### config.mk
export PLATFORM = sky130hd
export DESIGN_NAME = timer_counter
export DESIGN_NICKNAME = d
export VERILOG_FILES = /design/src/rtl/timer_counter.sv
export SDC_FILE = /design/constraint.sdc
export NUM_CORES = 1
export LEC_CHECK = 0
export CAP_MARGIN = 20
export CORE_ASPECT_RATIO = 1.1
export CORE_MARGIN = 5
export CORE_UTILIZATION = 54
export CTS_CLUSTER_SIZE = 25
export DETAILED_ROUTE_END_ITERATION = 6
export GPL_ROUTABILITY_DRIVEN = 0
export GPL_TIMING_DRIVEN = 0
export PLACE_DENSITY = 0.9
export SYNTH_ARGS = -nofsm -noshare
export SYNTH_HDL_FRONTEND = slang
export SYNTH_SLANG_ARGS = --single-unit
### constraint.sdc
create_clock -name clk -period 4.4 [get_ports clk]
set_clock_uncertainty 0.2 [all_clocks]
set_input_delay 0.66 -clock clk [delete_from_list [all_inputs] [get_ports clk]]
set_output_delay 0.66 -clock clk [all_outputs]
set_load 0.01 [all_outputs]
### src/rtl/timer_counter.sv
// Memory-mapped countdown timer: CTRL/PRESET/COUNT registers, one-shot or auto-reload, maskable IRQ.
// Optional feature macro: TC_PRESCALE_EN adds an 8-bit prescaler in CTRL[11:4].
module timer_counter (
    input  logic        clk,
    input  logic        reset,
    input  logic [31:2] Addr,
    input  logic        WE,
    input  logic [31:0] Din,
    output logic [31:0] Dout,
    output logic        IRQ
);

    typedef enum logic [1:0] {
        IDLE = 2'd0,
        LOAD = 2'd1,
        CNT  = 2'd2,
        INT  = 2'd3
    } state_t;

    state_t      state_q, state_d;
    logic        en_q, en_d;
    logic [1:0]  mode_q, mode_d;
    logic        im_q, im_d;
    logic [31:0] preset_q, preset_d;
    logic [31:0] count_q, count_d;
    logic        irq_flag_q, irq_flag_d;

    logic        wr_ctrl_s;
    logic        wr_preset_s;
    logic        auto_reload_s;
    logic        tick_s;
    logic        fsm_irq_set_s;
    logic        fsm_irq_clr_s;
    logic        fsm_en_clr_s;
    logic [31:0] ctrl_rd_s;
    logic        addr_unused_s;

`ifdef TC_PRESCALE_EN
    logic [7:0]  prescale_q, prescale_d;
    logic [7:0]  psc_q, psc_d;

    assign tick_s    = (psc_q == prescale_q);
    assign ctrl_rd_s = {20'd0, prescale_q, im_q, mode_q, en_q};
`else
    assign tick_s    = 1'b1;
    assign ctrl_rd_s = {28'd0, im_q, mode_q, en_q};
`endif

    // The bridge already decoded the window; only the word offset matters here.
    assign addr_unused_s = ^Addr[31:4];
    assign wr_ctrl_s     = WE && (Addr[3:2] == 2'd0);
    assign wr_preset_s   = WE && (Addr[3:2] == 2'd1);
    assign auto_reload_s = (mode_q == 2'b01);
    assign IRQ           = irq_flag_q & im_q;

    // Countdown state machine: next state, COUNT and the FSM's requests on EN/irq_flag.
    always_comb begin
        state_d       = state_q;
        count_d       = count_q;
        fsm_irq_set_s = 1'b0;
        fsm_irq_clr_s = 1'b0;
        fsm_en_clr_s  = 1'b0;
`ifdef TC_PRESCALE_EN
        psc_d         = psc_q;
`endif
        case (state_q)
            IDLE: begin
`ifdef TC_PRESCALE_EN
                psc_d = 8'd0;
`endif
                if (en_q) begin
                    state_d = LOAD;
                end else begin
                    state_d = IDLE;
                end
            end
            LOAD: begin
`ifdef TC_PRESCALE_EN
                psc_d = 8'd0;
`endif
                count_d = preset_q;
                state_d = CNT;
            end
            CNT: begin
                if (!en_q) begin
                    state_d = IDLE;
                end else if (tick_s) begin
`ifdef TC_PRESCALE_EN
                    psc_d = 8'd0;
`endif
                    // Terminal test is <= 1 so a PRESET of 0 never wraps COUNT.
                    if (count_q <= 32'd1) begin
                        count_d       = 32'd0;
                        fsm_irq_set_s = 1'b1;
                        state_d       = INT;
                    end else begin
                        count_d = count_q - 32'd1;
                    end
                end else begin
`ifdef TC_PRESCALE_EN
                    psc_d = psc_q + 8'd1;
`endif
                    count_d = count_q;
                end
            end
            INT: begin
                if (auto_reload_s) begin
                    fsm_irq_clr_s = 1'b1;
                    state_d       = LOAD;
                end else begin
                    fsm_en_clr_s = 1'b1;
                    state_d      = IDLE;
                end
            end
            default: begin
                state_d = IDLE;
            end
        endcase
    end

    // Register file updates; a CPU write takes priority over the FSM in the same cycle.
    always_comb begin
        en_d       = en_q;
        mode_d     = mode_q;
        im_d       = im_q;
        preset_d   = preset_q;
        irq_flag_d = irq_flag_q;
`ifdef TC_PRESCALE_EN
        prescale_d = prescale_q;
`endif
        if (wr_ctrl_s) begin
            en_d   = Din[0];
            mode_d = Din[2:1];
            im_d   = Din[3];
`ifdef TC_PRESCALE_EN
            prescale_d = Din[11:4];
`endif
        end else if (fsm_en_clr_s) begin
            en_d = 1'b0;
        end else begin
            en_d = en_q;
        end

        if (wr_preset_s) begin
            preset_d = Din;
        end else begin
            preset_d = preset_q;
        end

        if (wr_ctrl_s || wr_preset_s) begin
            irq_flag_d = 1'b0;
        end else if (fsm_irq_set_s) begin
            irq_flag_d = 1'b1;
        end else if (fsm_irq_clr_s) begin
            irq_flag_d = 1'b0;
        end else begin
            irq_flag_d = irq_flag_q;
        end
    end

    // Combinational read mux, no side effects.
    always_comb begin
        case (Addr[3:2])
            2'd0:    Dout = ctrl_rd_s;
            2'd1:    Dout = preset_q;
            2'd2:    Dout = count_q;
            default: Dout = 32'd0;
        endcase
    end

    // State registers with synchronous reset.
    always_ff @(posedge clk) begin
        if (reset) begin
            state_q    <= IDLE;
            en_q       <= 1'b0;
            mode_q     <= 2'b00;
            im_q       <= 1'b0;
            preset_q   <= 32'd0;
            count_q    <= 32'd0;
            irq_flag_q <= 1'b0;
`ifdef TC_PRESCALE_EN
            prescale_q <= 8'd0;
            psc_q      <= 8'd0;
`endif
        end else begin
            state_q    <= state_d;
            en_q       <= en_d;
            mode_q     <= mode_d;
            im_q       <= im_d;
            preset_q   <= preset_d;
            count_q    <= count_d;
            irq_flag_q <= irq_flag_d;
`ifdef TC_PRESCALE_EN
            prescale_q <= prescale_d;
            psc_q      <= psc_d;
`endif
        end
    end

endmodule

**After elaboration in Yosys (flattened, before gate mapping)**

Index checks and enable logic that the tools add are counted.

- Muxes and demuxes: 20
- Reductions and logical operators: 10
- Magnitude comparators: 1
- Add/sub/neg operators: 1
- Bitwise logic cells: 1
- Eq/ne operators: 8

Operators with widths:

| cell | count |
|---|---|
| case mux 32 bit (3 select lines) | 1 |
| two-way mux 32 bit | 2 |
| case mux 32 bit (2 select lines) | 1 |
| <= comparator 32 x 1 -> 1 bit, second input constant | 1 |
| subtractor 32 x 1 -> 32 bit, second input constant | 1 |
| two-way mux 1 bit | 13 |
| case mux 2 bit (4 select lines) | 1 |
| equality test 2 x 1 -> 1 bit, second input constant | 3 |
| equality test 2 bit, second input constant | 3 |
| nonzero test 2 bit | 3 |
| logical NOT 2 bit | 2 |
| two-way mux 2 bit | 2 |
| != test 3 bit, second input constant | 1 |
| logical AND 1 bit | 2 |
| != test 2 bit, second input constant | 1 |
| AND reduction 2 bit | 1 |
| OR reduction 2 bit | 1 |
| bitwise AND 1 bit | 1 |
| logical OR 1 bit | 1 |

- Input bits: 65
- Logic and storage cells: 48
- Output and inout port bits: 33
- Bits in registers: 71

**Longest topological paths before layout**

Gate-level depths: netlist (run 1).

- Word-level depth: 5
- Depth in mapped cells: 8
- Depth with buffers taken out: 7

**Worst setup path after synthesis (run 1)**

OpenSTA, ideal clock, no wires.

- Kind: input -> output
- From: input port Addr[3] (netlist bit)
- To: output port Dout[10]
- Data arrival time: 1863 ps
- Buffers on the path: 3
- Setup slack: 1677 ps
- Stages: 5
- Path through: clkbuf_1 -> nor2b_1 -> clkbuf_1 -> buf_1 -> a22o_1

- Cells in the longest elaborated chain, start to end: 2
- Elaborated cells on any way between the ends: 4
- Classes of those cells: eq/ne: 2; mux: 1; reduce/logical: 1

Ends and longest elaborated chain:

| element | line | source |
|---|---|---|
| from (decl) | 6 | `input logic [31:2] Addr,` |
| equality test 2 bit, or another cell as far along | 163 | `case (Addr[3:2])` |
| case mux 32 bit (3 select lines) (*) | 163 |  |
| to (decl) | 9 | `output logic [31:0] Dout,` |

Every way passes the cells marked *; elsewhere a longest branch is shown, timed or not.

**Worst setup path in the final report (run 1)**

- From: input port Addr[2] (netlist bit)
- To: output port Dout[28]

The elaborated chain is that of the path after synthesis.

==> results of run 1 <==
[worst reg2reg max path: stages, from the launching register on]
cell and delay, ns:
dfxtp_1 0.38, inv_1 0.13, ha_1 0.22, nor3b_2 0.49
nand3_1 0.38, or4_1 0.50, a31oi_1 0.18, a211oi_1 0.07
[cell families after synthesis]
kind of cell    Yosys count  share of synthesized area [%]
fa+ha+maj                 2                          0.608
flops                    71                           34.5
simple gates            229                           28.1
buf+inv                  62                           6.17
xor+xnor                  2                          0.425
mux                       8                           1.98
compound gates          176                           28.2
[sequential cells by signal, summed over array words and instances (netlist names)]
signal	flops
en_q	1
mode_q	2
preset_q	32
im_q	1
count_q	32
irq_flag_q	1
state_q	2
[path summary, 6_finish.rpt]
kind	startpoint	depth (start not counted)	end
worst max-delay path	Addr[2]	6	Dout[28]
worst min-delay path	preset_q[23]	2	preset_q[23]
worst max register to register	count_q[0]	7	count_q[30]
worst min register to register	preset_q[23]	2	preset_q[23]
[area by class of cell]
cell class                 count  share of cell area (%)
multi-input combinational    417                    48.2
clock buffer                  12                    3.26
clock inverter                 1                  0.0988
tap                           87                    2.15
buffer                        53                    4.35
inverter                       9                   0.667
sequential                    71                    28.0
timing repair buffer          67                    13.2
[power breakdown]
group          switching (mW)  internal (mW)  total (mW)
Clock                   0.249          0.241       0.490
Combinational           0.207          0.116       0.323
Sequential             0.0188          0.661       0.679
[per-layer routing]
| layer | wire (um) | vias up | global-route usage [%] |
|---|---|---|---|
| met1 | 5270 | 2211 | 36.3 |
| met4 | 613 | 0 | 16.5 |
| met3 | 1630 | 70 | 6.54 |
| met2 | 6480 | 394 | 47.5 |
| li1 | - | 2156 | - |
| met5 | 0 | - | 0 |
[cell usage in the layout, fill, tap and decap left out, types with 3 or more instances in the layout]
cell type,Yosys,final
o21ai_0,37,37
nor3_2,4,4
clkdlybuf4s50_1,0,67
a21oi_1,55,55
nand4_1,10,10
a31oi_1,6,6
o211ai_1,4,4
or3_1,3,3
nor3_1,12,12
o31ai_1,4,4
buf_2,5,5
nand2_1,85,85
mux2i_1,7,7
nand3b_1,3,3
inv_1,9,9
buf_1,3,3
nor2b_1,7,7
nor4_1,7,7
clkbuf_8,0,12
a211oi_1,22,22
a21o_1,3,3
or4_1,5,5
clkbuf_1,43,43
dfxtp_1,71,71
nor2_1,46,46
a211o_1,3,3
nand3_1,29,29
a22o_1,29,29
[through the flow]
step           hold slack (ns)  instance area, um^2  power, mW
2_1_floorplan            0.246                 4120      0.884
3_3_place_gp             0.262                 4900      0.991
3_5_place_dp             0.266                 4900      0.999
4_1_cts                  0.276                 5070       1.46
5_1_grt                  0.297                 5070       1.53
6_report                 0.274                 5070       1.49
==> metrics, run 1 <==
Yosys cell types 50; Reg area 1420 um^2; cell mode on critical path clkdlybuf4s50_1; Seq/Total Area, Yosys 34.5%; R2R Setup Slk 1.68 ns; Clk Latency, worst-skew pair 0.36 ns; required time of the worst setup path 3.54 ns; vias in the first global route 4565; cts hold-fix bufs 0; TritonCTS clock tree yes; Yosys warning total 0; DIE AREA 9470 um^2; cell count after placement 704; Hold Crit Class flip-flop to flip-flop; CTS Buf Count 9; final wirelength 14000 um; post-layout min period 4.31 ns; Placement Setup Slack 0.276 ns; largest net degree at the start of global routing 11; worst vdd ir 0.233 mV; die height 102 um; Clock Pin Slew Worst Setup and Hold Paths 0.07 ns; DR iter-0 viols 600; crit path kind input port to output port; IO Pins 98; routed via count 4831; Root Buffer Master clkbuf_8; outcome finished clean; PnR worst setup slack 0.0880 ns; final setup vio count 0; Syn Inst Count 550; Synth area leaders dfxtp_1, nand2_1, a21oi_1, a22o_1, o21ai_0; DPL Wire Length 9730 um; Starting Density 55.4%; top-area cell type share of the netlist area 34.5%; layout cells sized above 1 6.03%; max-cap viol count 0; RSZ-0062 raised after global routing false; # DRC 0; CP bufs+invs 4; highest clock rate 232 MHz; worst path cell trace clkdlybuf4s50_1 > nor2b_1 > clkbuf_1 > buf_1 > a22o_1 > clkdlybuf4s50_1; Setup TNS 0 ns; router iterations before antenna repair 7; antenna violations before repair 0; global-route wire length before repair 22100 um; max incr delay on CP 0.66 ns; Least-Margin Pin Slew 0.776 ns; Yosys top cell by area dfxtp_1; Static Leak 1.74 nW; fin. max-slew vios 0; GRT overflow 0; Total Routing Usage GR 29.4%; post-detailed-route count of antenna-violating nets 0; DR vias/cell 6.74; Multi-input gate area 2440 um^2; Crit path arrival time 3.45 ns; Synth-to-Final Area Change 23.1%; Post-Route Utilization 68.2%; startpoint types input port; CTS resizes 0; fraction of registers with async set or reset after synthesis 0%; row count 33; cell family with most CP delay buffers and inverters; IO buf count 67; fillers 599; nets 695; Die Width 93.3 um; CP max-delay cell buf_1; nature of the critical path endpoint output port; Final Hold Violating Endpoints 0; Syn Nets 617; number of flops mapped to enable cells by yosys 0; Syn Std Cell Area 4120 um^2; Syn Area/Cell 7.49 um^2; Routed WL per cell 19.5 um; core area 7430 um^2; top-count cell post-synth nand2_1; clock sink total 71; Power Density 295 nW/um^2; Synth top cells by count nand2_1, dfxtp_1, a21oi_1; Ant. Diodes 0; Yosys reg bits 71; max_slew headroom 48.3%; Synth Flop Type dfxtp_1; H-tree depth 3; final std cells w/o fill 717; crit share post-route 98.0%; Post-CTS Repair Setup Buffers 0; CP Max Fanout 10; Max clock buf depth 2
Note: power is estimated with default switching activity, not from simulation.
==> run 2: changes to the inputs <==
--- a/config.mk
+++ b/config.mk
@@ -7,7 +7,7 @@
 export LEC_CHECK = 0
 export CAP_MARGIN = 20
 export CORE_ASPECT_RATIO = 1.1
-export CORE_MARGIN = 5
+export CORE_MARGIN = 8
 export CORE_UTILIZATION = 54
 export CTS_CLUSTER_SIZE = 25
 export DETAILED_ROUTE_END_ITERATION = 6
==> run 2 against run 1 <==
Net effect:
- sequential power about the same
- flip-flop and latch count is the same
- highest routed layer unchanged
- total power rose by 12%
- cell count up 0.42%
==> metrics, run 2 (synthesis results as in run 1) <==
core area 7430 um^2 (unchanged); IO buf count 67 (unchanged); GRT overflow 0 (unchanged); Placement Setup Slack 0.273 ns (was 0.276 ns); vias in the first global route 4666 (was 4565); Die Width 99.3 um (was 93.3 um); Crit path arrival time 3.39 ns (was 3.45 ns); Hold Crit Class flip-flop to flip-flop (unchanged); required time of the worst setup path 3.54 ns (about the same); clock sink total 71 (unchanged); crit share post-route 96.5% (was 98.0%); Reg area 1420 um^2 (unchanged); CP Max Fanout 10 (unchanged); row count 33 (unchanged); Static Leak 1.78 nW (was 1.74 nW); RSZ-0062 raised after global routing false (unchanged); Least-Margin Pin Slew 0.770 ns (was 0.776 ns); Post-CTS Repair Setup Buffers 0 (unchanged); post-layout min period 4.25 ns (was 4.31 ns); max incr delay on CP 0.63 ns (was 0.66 ns); cell mode on critical path clkdlybuf4s50_1 (unchanged); startpoint types input port (unchanged); Setup TNS 0 ns (unchanged); final wirelength 14300 um (was 14000 um); IO Pins 98 (unchanged); TritonCTS clock tree yes (unchanged); max_slew headroom 48.2% (was 48.3%); CP bufs+invs 4 (unchanged); Max clock buf depth 2 (unchanged); routed via count 4820 (was 4831); DPL Wire Length 9980 um (was 9730 um); global-route wire length before repair 22500 um (was 22100 um); Root Buffer Master clkbuf_8 (unchanged); CP max-delay cell buf_1 (unchanged); Multi-input gate area 2440 um^2 (unchanged); # DRC 0 (unchanged); biggest registers after layout count_q: 32 flops, preset_q: 32 flops (unchanged); fin. max-slew vios 0 (unchanged); fillers 586 (was 599); antenna violations before repair 0 (unchanged); cell family with most CP delay buffers and inverters (unchanged); CTS Buf Count 9 (unchanged); layout cells sized above 1 6.48% (was 6.03%); highest clock rate 235 MHz (was 232 MHz); crit path kind input port to output port (unchanged); router iterations before antenna repair 6 (was 7); Clk Latency, worst-skew pair 0.37 ns (was 0.36 ns); Routed WL per cell 19.9 um (was 19.5 um); CTS resizes 0 (unchanged); Starting Density 55.4% (unchanged); nature of the critical path endpoint output port (unchanged); WP depth 6 (unchanged); Final Hold Violating Endpoints 0 (unchanged); Register-to-Register Path Depth 7 (unchanged); cts hold-fix bufs 0 (unchanged); commonest non-fill, non-tap cell in the layout nand2_1 (unchanged); outcome finished clean (unchanged); worst path cell trace clkdlybuf4s50_1 > nor2b_1 > clkbuf_1 > buf_1 > a22o_1 > clkdlybuf4s50_1 (unchanged); Power Density 325 nW/um^2 (was 295 nW/um^2); DR vias/cell 6.69 (was 6.74); Clock Pin Slew Worst Setup and Hold Paths 0.08 ns (was 0.07 ns); nets 695 (unchanged); DR iter-0 viols 555 (was 600); die height 108 um (was 102 um); most frequent cells in the layout nand2_1, dfxtp_1, clkdlybuf4s50_1, a21oi_1, nor2_1 (unchanged); Ant. Diodes 0 (unchanged); WHS Path Cells 2 (unchanged); Synth-to-Final Area Change 25.1% (was 23.1%); largest net degree at the start of global routing 13 (was 11); PnR worst setup slack 0.154 ns (was 0.0880 ns); max-cap viol count 0 (unchanged); H-tree depth 3 (unchanged); post-detailed-route count of antenna-violating nets 0 (unchanged); Total Routing Usage GR 26.3% (was 29.4%); worst vdd ir 0.224 mV (was 0.233 mV); final setup vio count 0 (unchanged); DIE AREA 10700 um^2 (was 9470 um^2)
## run 2: path summary, 6_finish.rpt
check | slack (ns) | startpoint | to
setup / recovery | 0.15 | Addr[2] | Dout[28]
hold / removal | 0.28 | preset_q[25] | preset_q[25]
setup reg to reg | 1.73 | count_q[0] | count_q[30]
hold reg to reg | 0.28 | preset_q[25] | preset_q[25]
## run 2: per-layer routing
metal	wire (um)	GRT usage (%)
met5	0	0
met4	852	18.1
met3	1460	7.44
met2	6740	43.0
met1	5250	29.2
## run 2: cell type report
type,instances,area share [%]
timing repair buffer,67,13.0
multi-input combinational,417,47.4
tap,87,2.11
clock inverter,5,2.02
clock buffer,11,2.94
sequential,71,27.6
inverter,9,0.656
buffer,53,4.27
## run 2: worst register-to-register path: stages, from the launching register on
cell and delay (ns):
dfxtp_1 0.38, inv_1 0.12, ha_1 0.22, nor3b_2 0.48, nand3_1 0.37, or4_1 0.51
a31oi_1 0.18, a211oi_1 0.07
## run 2: power by group
part | leakage, nW | total (mW) | switching, mW | internal [mW]
clock network | 0.130 | 0.676 | 0.268 | 0.408
logic | 1.08 | 0.321 | 0.205 | 0.116
registers | 0.575 | 0.679 | 0.0188 | 0.660
total | 1.78 | 1.68 | 0.492 | 1.18
## run 2: through the flow
stage               instance area, um^2  util [%]  cells  total power, mW  hold WS [ns]
detailed placement                 4900      65.9    704             1.00         0.266
finish                             5150      69.3    720             1.68         0.278
global placement                   4900      65.9    704            0.991         0.262
global route                       5150      69.3    720             1.72         0.295
floorplan                          4120         -    550            0.884         0.246
CTS                                5150      69.3    720             1.66         0.281
